===== src/rtl/display_pkg.sv =====
// Shared types and helpers for the multiplexed display scanner.
// Digit codes are 4-bit BCD nibbles; enables are one-hot, digit 0 rightmost.
package display_pkg;

    localparam int MAX_DIGITS = 8;

    typedef logic [3:0] bcd_digit_t;

    function automatic logic [MAX_DIGITS-1:0] onehot(input logic [2:0] sel);
        return MAX_DIGITS'(1) << sel;
    endfunction

endpackage


===== src/rtl/slot_timer.sv =====
// Digit-slot timer: cnt runs 0..DIV-1 inside a slot, idx selects the digit.
// frame_end marks the last cycle of the last slot, i.e. the frame boundary edge.
module slot_timer #(
    parameter int DIV    = 50000,
    parameter int DIGITS = 4,
    parameter int CNT_W  = (DIV > 1) ? $clog2(DIV) : 1,
    parameter int IDX_W  = (DIGITS > 1) ? $clog2(DIGITS) : 1
) (
    input  logic             clk,
    input  logic             rst,
    output logic [CNT_W-1:0] cnt,
    output logic [IDX_W-1:0] idx,
    output logic             frame_end
);

    localparam logic [CNT_W-1:0] CNT_LAST = CNT_W'(DIV - 1);
    localparam logic [IDX_W-1:0] IDX_LAST = IDX_W'(DIGITS - 1);

    logic slot_end;

    assign slot_end  = (cnt == CNT_LAST);
    assign frame_end = slot_end && (idx == IDX_LAST);

    always_ff @(posedge clk) begin
        if (rst) begin
            cnt <= '0;
            idx <= '0;
        end else if (slot_end) begin
            cnt <= '0;
            idx <= (idx == IDX_LAST) ? '0 : idx + 1'b1;
        end else begin
            cnt <= cnt + 1'b1;
        end
    end

endmodule


===== src/rtl/display_scanner.sv =====
// Time-multiplexed BCD display driver with per-slot blanking, leading-zero
// suppression and a frame-synchronous valid/ready load path.
module display_scanner
    import display_pkg::*;
#(
    parameter int DIGITS = 4,
    parameter int DIV    = 50000,
    parameter int BLANK  = 16
) (
    input  logic                  clk,
    input  logic                  rst,
    input  logic [4*DIGITS-1:0]   value_in,
    input  logic                  value_valid,
    output logic                  value_ready,
    input  logic                  lz_blank,
    output logic [3:0]            number,
    output logic [DIGITS-1:0]     digit_en,
    output logic                  frame_done
);

    localparam int CNT_W = (DIV > 1) ? $clog2(DIV) : 1;
    localparam int IDX_W = (DIGITS > 1) ? $clog2(DIGITS) : 1;

    logic [CNT_W-1:0]    cnt;
    logic [IDX_W-1:0]    idx;
    logic                frame_end;

    logic [4*DIGITS-1:0] shadow;
    logic [4*DIGITS-1:0] pending_val;
    logic                pending;
    logic                live;
    logic                xfer;

    bcd_digit_t          digit [DIGITS];
    logic [DIGITS-1:0]   upper_zero;
    logic                lit;
    logic                suppress;
    bcd_digit_t          num_p0;
    logic [DIGITS-1:0]   en_p0;

    slot_timer #(
        .DIV    (DIV),
        .DIGITS (DIGITS),
        .CNT_W  (CNT_W),
        .IDX_W  (IDX_W)
    ) u_timer (
        .clk       (clk),
        .rst       (rst),
        .cnt       (cnt),
        .idx       (idx),
        .frame_end (frame_end)
    );

    // live keeps value_ready low until the first cycle after reset is released
    assign value_ready = live && !pending;
    assign xfer        = value_valid && value_ready;

    // Load path: one value may wait in pending_val; it reaches shadow only at a frame boundary
    always_ff @(posedge clk) begin
        if (rst) begin
            live        <= 1'b0;
            pending     <= 1'b0;
            pending_val <= '0;
            shadow      <= '0;
        end else begin
            live <= 1'b1;
            if (frame_end && pending) begin
                shadow  <= pending_val;
                pending <= 1'b0;
            end else if (xfer) begin
                pending_val <= value_in;
                pending     <= 1'b1;
            end
        end
    end

    always_comb begin
        for (int k = 0; k < DIGITS; k++) begin
            digit[k] = shadow[4*k +: 4];
        end
    end

    // upper_zero[k]: nibbles k..DIGITS-1 are all zero
    always_comb begin
        logic z;
        upper_zero = '0;
        for (int k = 0; k < DIGITS; k++) begin
            z = 1'b1;
            for (int m = k; m < DIGITS; m++) begin
                if (digit[m] != 4'd0) begin
                    z = 1'b0;
                end
            end
            upper_zero[k] = z;
        end
    end

    // Stage p0: slot decode from the current cnt/idx
    assign lit      = (cnt >= CNT_W'(BLANK));
    assign suppress = lz_blank && (idx != '0) && upper_zero[idx];
    assign num_p0   = digit[idx];
    assign en_p0    = (lit && !suppress) ? DIGITS'(onehot(3'(idx))) : '0;

    // Stage p1: registered outputs, one cycle behind cnt/idx
    always_ff @(posedge clk) begin
        if (rst) begin
            number     <= '0;
            digit_en   <= '0;
            frame_done <= 1'b0;
        end else begin
            number     <= num_p0;
            digit_en   <= en_p0;
            frame_done <= frame_end;
        end
    end

endmodule

===== config.mk =====
export PLATFORM = sky130hd
export DESIGN_NAME = display_scanner
export DESIGN_NICKNAME = d
export VERILOG_FILES = /design/src/rtl/display_pkg.sv /design/src/rtl/slot_timer.sv /design/src/rtl/display_scanner.sv
export SDC_FILE = /design/constraint.sdc
export NUM_CORES = 1
export LEC_CHECK = 0
export CORE_ASPECT_RATIO = 2
export CORE_MARGIN = 2
export CORE_UTILIZATION = 30
export DETAILED_ROUTE_END_ITERATION = 10
export GPL_TIMING_DRIVEN = 1
export PLACE_DENSITY = 0.47
export SLEW_MARGIN = 20
export SYNTH_ARGS = -nofsm -noshare
export SYNTH_HDL_FRONTEND = slang
export SYNTH_SLANG_ARGS = --single-unit

===== constraint.sdc =====
create_clock -name clk -period 1.84 [get_ports clk]
set_clock_uncertainty 0.2 [all_clocks]
set_input_delay 0.368 -clock clk [delete_from_list [all_inputs] [get_ports clk]]
set_output_delay 0.368 -clock clk [all_outputs]
set_load 0.02 [all_outputs]

; After elaboration in Yosys (flattened, before gate mapping)
; Cells that the tools add are included.
[word_totals]
register_bits = 61
latch_bits = 0
ram_bits = 0
rom_bits = 0
in_bits = 20
out_inout_bits = 10
wordCells = 55
n_memories = 0
[classes]
add_sub_neg = 2
mul = 0
div_mod_pow = 0
magnitude_cmp = 3
eq_ne = 2
shifts = 1
mux = 17
n_bitwise = 3
reduce_logical = 18
[op_table]
columns = operator, count
row1 = adder 16 x 1 -> 16 bit (second input constant), 1
row2 = == test 16 bit (second input constant), 1
row3 = greater-or-equal comparator 16 x 5 -> 1 bit (second input constant), 1
row4 = nonzero test 4 bit, 4
row5 = two-way mux 1 bit, 12
row6 = binary-select mux 4 bit (select 2 bit), 1
row7 = two-way mux 4 bit, 2
row8 = logical AND 1 bit, 7
row9 = OR reduction 2 bit, 3
row10 = left shift 1 x 2 -> 4 bit (first input constant), 1
row11 = greater-or-equal comparator 3 bit (second input constant), 1
row12 = < comparator 2 x 3 -> 1 bit (second input constant), 1
row13 = inverter 2 -> 3 bit, 1
row14 = adder 2 x 1 -> 2 bit (second input constant), 1
row15 = binary-select mux 1 bit (select 2 bit), 1
row16 = == test 2 bit (second input constant), 1
row17 = logical NOT 1 bit, 2
row18 = two-way mux 2 bit, 1
row19 = inverter 1 bit, 2
row20 = AND reduction 2 bit, 1
row21 = nonzero test 2 bit, 1

; Longest topological paths before layout
[logic_depth]
ltp_word = 12
mapped_depth = 8

; Modules after synthesis
; From an unflattened synthesis, not the netlist that was laid out.
[hier_totals]
hier_cells = 276
hier_area_um2 = 2424.8
[by_module_without_submodules]
columns = module, instances, cells_each, area_per_inst_um2, seq_area_each_um2
row1 = display_scanner, 1, 182, 1599.0, 860.8
row2 = slot_timer, 1, 94, 825.8, 360.3

; Worst setup path after synthesis
; OpenSTA, ideal clock, no wires.
[synth_path]
path_type = reg-to-reg
from = register u_timer.cnt[0]
to = register shadow[10]
arrival_ps = 1773
t_required_ps = 1568
setup_slack_ps = -204
path_stages_with_launch = 9
n_path_buf = 3
cell_sequence = dfxtp_1 > ha_1 > nand3_2 > or3_1 > buf_6 > nor3_4 > buf_6 > buf_12 > mux2i_1
[synth_between]
elab_chain_cells = 3
[synth_lines]
columns = item, line
row1 = "start, declared", slot_timer.sv:11  ; output logic [CNT_W-1:0] cnt,
row2 = "start signal, assigned", slot_timer.sv:32  ; cnt <= cnt + 1'b1;
row3 = == test 16 bit, slot_timer.sv:21  ; assign slot_end = (cnt == CNT_LAST);
row4 = logical AND 1 bit, slot_timer.sv:22  ; assign frame_end = slot_end && (idx == IDX_LAST);
row5 = logical AND 1 bit, display_scanner.sv:67  ; if (frame_end && pending) begin
row6 = "end signal, assigned", display_scanner.sv:68  ; shadow <= pending_val;
row7 = "end, declared", display_scanner.sv:28  ; logic [4*DIGITS-1:0] shadow;
; Every way passes these cells.
; A chain may end at the register's enable or synchronous reset.

; Worst setup path in the final report
[layout_path]
from = register u_timer.cnt[1]
to = register shadow[1]
; Same word-level chain as after synthesis.

==> qor.csv <==
stage,metric,value,unit
sta,slew_headroom,74.2,%
setup_path,rr_startpoint,u_timer.cnt[1]$_SDFF_PP0_,
power_and_ir_drop,power_frac_comb,4.9,%
power_and_ir_drop,p_sw_share,19.5,%
detailed_routing,via_count,2080,
clocking,cts.path.max_buffers,2,
power_and_ir_drop,clkPwrFrac,54.3,%
synthesis,yosysMostFrequentCell,nand2_1,
synthesis,synthXorXnorAreaFrac,4.14,%
clocking,clk_pin_slew,50,ps
sta,rsz0062_at_grt,yes,
setup_path,r2r_cells,6,
detailed_routing,highest_layer,met4,
hold_path,hold_end,pending_val[8]$_SDFFE_PP0P_,
hold_path,hold_depth,2,
setup_path,cp-end-kind,flip-flop,
power_and_ir_drop,ir_drop,475,µV
run,drv_cap,0,
setup_path,critical_path.cell_chain,ha_4 -> nand3_4 -> or3_4 -> nor3_4 -> buf_12 -> mux2i_1,
grt,gr-total-overflow,0,
synthesis,ys_async_sr_fraction,0,%
power_and_ir_drop,leakagePower,1.27,nW
clocking,numCtsBuffers,9,
die,dieArea,9250,µm²
setup_path,crit_type,flip-flop to flip-flop,
setup_path,start_kind,flip-flop,
final_layout,layout-drive-gt1-share,18.5,%
detailed_routing,first_pass_iters,4,
synthesis,synth_top_area_cell,dfxtp_1,
detailed_routing,drtIter0Drc,101,
hold_path,hp-class,flip-flop to flip-flop,
synthesis,ys_ff_latch,61,
synthesis,synth.net_count,313,
setup_path,rrSetupSlack,40,ps
final_layout,fin_nets,371,
grt,antenna_found_initial,0,
synthesis,synth_ff_type,dfxtp_1,
sta,fin_crit_sh,97.7,%
synthesis,muxShareOfSynthArea,9.87,%
final_layout,area_delta_synth_final,39.0,%
clocking,clkLatencyLatePin,320,ps
hold_path,hp-start,pending_val[8]$_SDFFE_PP0P_,
synthesis,ys_top_cells_by_count,"nand2_1, dfxtp_1, a21oi_1, nor2_1, mux2i_1",
synthesis,synth_top_area_share,48.1,%
setup_path,rr_endpoint,shadow[1]$_SDFFE_PP0P_,
die,fp.dieH,134,µm
grt,grtUsageTotal,13.8,%
power_and_ir_drop,seqPwrFrac,40.9,%
grt,grt_pass1_vias,2095,
placed_design,io_buffers,29,
die,die_x,69.0,µm
die,start_util,30.8,%
sta,fin_setup_tns,0,ps
sta,period_needed,1800,ps
final_layout,seq_area,1230,µm²
synthesis,ys_warn_count,0,
sta,tightest_slew,384,ps
setup_path,crit_path_top_delay_cell,or3_4,
detailed_routing,via_per_inst,4.62,
sta,hold_viol_final,0,
grt,grt_pass1_wl,9900,µm
power_and_ir_drop,p_switching,0.652,mW
synthesis,synth-seq-area-share,48.1,%
synthesis,synthTopCellsByArea,"dfxtp_1, nand2_1, mux2i_1",
final_layout,fillCellCount,839,
detailed_routing,drc,0,
clocking,ctsRootBufferMaster,clkbuf_16,
synthesis,syn_area,2540,µm²
detailed_routing,route.met3.wl,118,µm
final_layout,fin_cells,450,
placed_design,gp_congestion,0.818,
power_and_ir_drop,pwr_density_cell,947,nW/µm²
clocking,cts_tree,built,
detailed_routing,wl,5870,µm
setup_path,arrival,1850,ps
die,io_pins,30,
die,rows,47,
synthesis,synthSimpleGateAreaFrac,25.1,%
final_layout,multi_input_area,1220,µm²
grt,grt_max_degree,39,
detailed_routing,drtAntennaViolNets,0,
synthesis,synth_cell_types,30,
clocking,postCtsHoldBufs,0,
synthesis,synth_edf_count,0,
synthesis,netlist_instances,289,
sta,maxSlewViolCount,0,
power_and_ir_drop,power.internal,2.69,mW
sta,fmax,0.556,GHz
detailed_routing,wl_met1,2220,µm
detailed_routing,met2_length,3350,µm
final_layout,n_antenna_cell,0,
synthesis,synth-compound-area-share,5.57,%
sta,setup_violations,0,
detailed_routing,wire_per_inst,13.0,µm
placed_design,dp.cells,432,
setup_path,slowest_delay,390,ps
clocking,htreeDepth,3,
outcome,status,completed,
synthesis,synth_top_family_by_area,simple AND/OR/NAND/NOR gates,
setup_path,critPathRequiredTime,1890,ps
placed_design,dp.final_hpwl,4530,µm
clocking,clkSinkCount,61,
synthesis,postSynthAreaPerCell,8.78,µm²
synthesis,yosys.area_share.adder,1.97,%
die,fp.coreArea,8230,µm²
setup_path,cp_max_fo,17,
==> placed cells by master (no fill, tap or decap), types with 5 or more instances in the layout <==
cell type	n
dfxtp_2	5
clkdlybuf4s50_1	27
xnor2_1	10
and2_1	5
nor2_1	20
mux2i_1	16
nand3_1	5
a21oi_1	20
buf_4	28
clkbuf_16	9
nor4_1	9
inv_1	12
nor3_1	6
nand2_1	76
dfxtp_1	56
==> layer usage <==
metal	vias up	GRT usage, %
li1	1084	-
met2	25	26.4
met4	0	7.95
met5	-	0
met3	13	2.85
met1	958	13.2
==> per-stage QoR <==
stage               hold slack (ps)  cell area (µm²)  utilization, %  power [mW]  setup WS [ps]
global placement                244             3160            38.3        1.56         -0.481
global route                    269             3530            42.8        3.46          -66.6
detailed placement              247             3160            38.3        1.56          -52.8
floorplan                       237             2560               -        1.46          -24.9
finish                          253             3530            42.8        3.34           41.5
CTS                             254             3500            42.5        3.38           9.75
==> worst max-delay path, delay by kind of cell (launching register included) <==
kind          cells  cell delay, ps
fa+ha+maj         1             150
simple gates      3             640
buf+inv           1             200
flops             1             350
mux               1             200
==> state kept, by name (all words and copies together), names as in the netlist <==
signal	flops
number	4
pending	1
shadow	16
digit_en	4
pending_val	16
live	1
u_timer.cnt	16
frame_done	1
u_timer.idx	2
==> power groups by stage <==
| stage | Sequential (mW) | Combinational (mW) | Clock (mW) |
|---|---|---|---|
| after floorplan | 1.39 | 0.0717 | 0 |
| after global placement | 1.39 | 0.167 | 0 |
| after detailed placement | 1.39 | 0.167 | 0 |
| after CTS | 1.36 | 0.166 | 1.85 |
| after global routing | 1.37 | 0.181 | 1.92 |
| final | 1.36 | 0.163 | 1.81 |
==> what timing repair did <==
item,4_1_cts,5_1_grt
endpoints found under the setup margin,20,33
cloned,0,0
resized for setup,4,6
pin swaps,1,1
buffers inserted,1,1
==> area by class of cell <==
| class | count | share of cell area, % |
|---|---|---|
| clock inverter | 4 | 1.99 |
| inverter | 12 | 1.28 |
| sequential | 61 | 34.8 |
| tap | 98 | 3.48 |
| multi-input combinational | 202 | 34.7 |
| clock buffer | 12 | 7.27 |
| timing repair buffer | 61 | 16.5 |
==> worst max-delay path by stage <==
stage                                    startpoint                         end  slack (ps)  cells past startpoint
after floorplan           u_timer.cnt[0]$_SDFF_PP0_     shadow[10]$_SDFFE_PP0P_         -20                      8
after global placement    u_timer.cnt[5]$_SDFF_PP0_  u_timer.cnt[15]$_SDFF_PP0_        -0.5                      5
after detailed placement  u_timer.cnt[1]$_SDFF_PP0_      shadow[0]$_SDFFE_PP0P_         -50                      6
after CTS                 u_timer.cnt[5]$_SDFF_PP0_      shadow[1]$_SDFFE_PP0P_          10                      5
after global routing      u_timer.cnt[1]$_SDFF_PP0_     shadow[10]$_SDFFE_PP0P_         -70                      6
final                     u_timer.cnt[1]$_SDFF_PP0_      shadow[1]$_SDFFE_PP0P_          40                      6
==> cell families after synthesis <==
kind of cell / Yosys count
XOR/XNOR: 12
flip-flops: 61
buffers and inverters: 26
AND/OR/NAND/NOR: 139
AO/OA/AOI/OAI: 27
adder cells (fa/ha/maj): 4
multiplexers: 20
No activity file was read; power rests on OpenSTA's default activity.
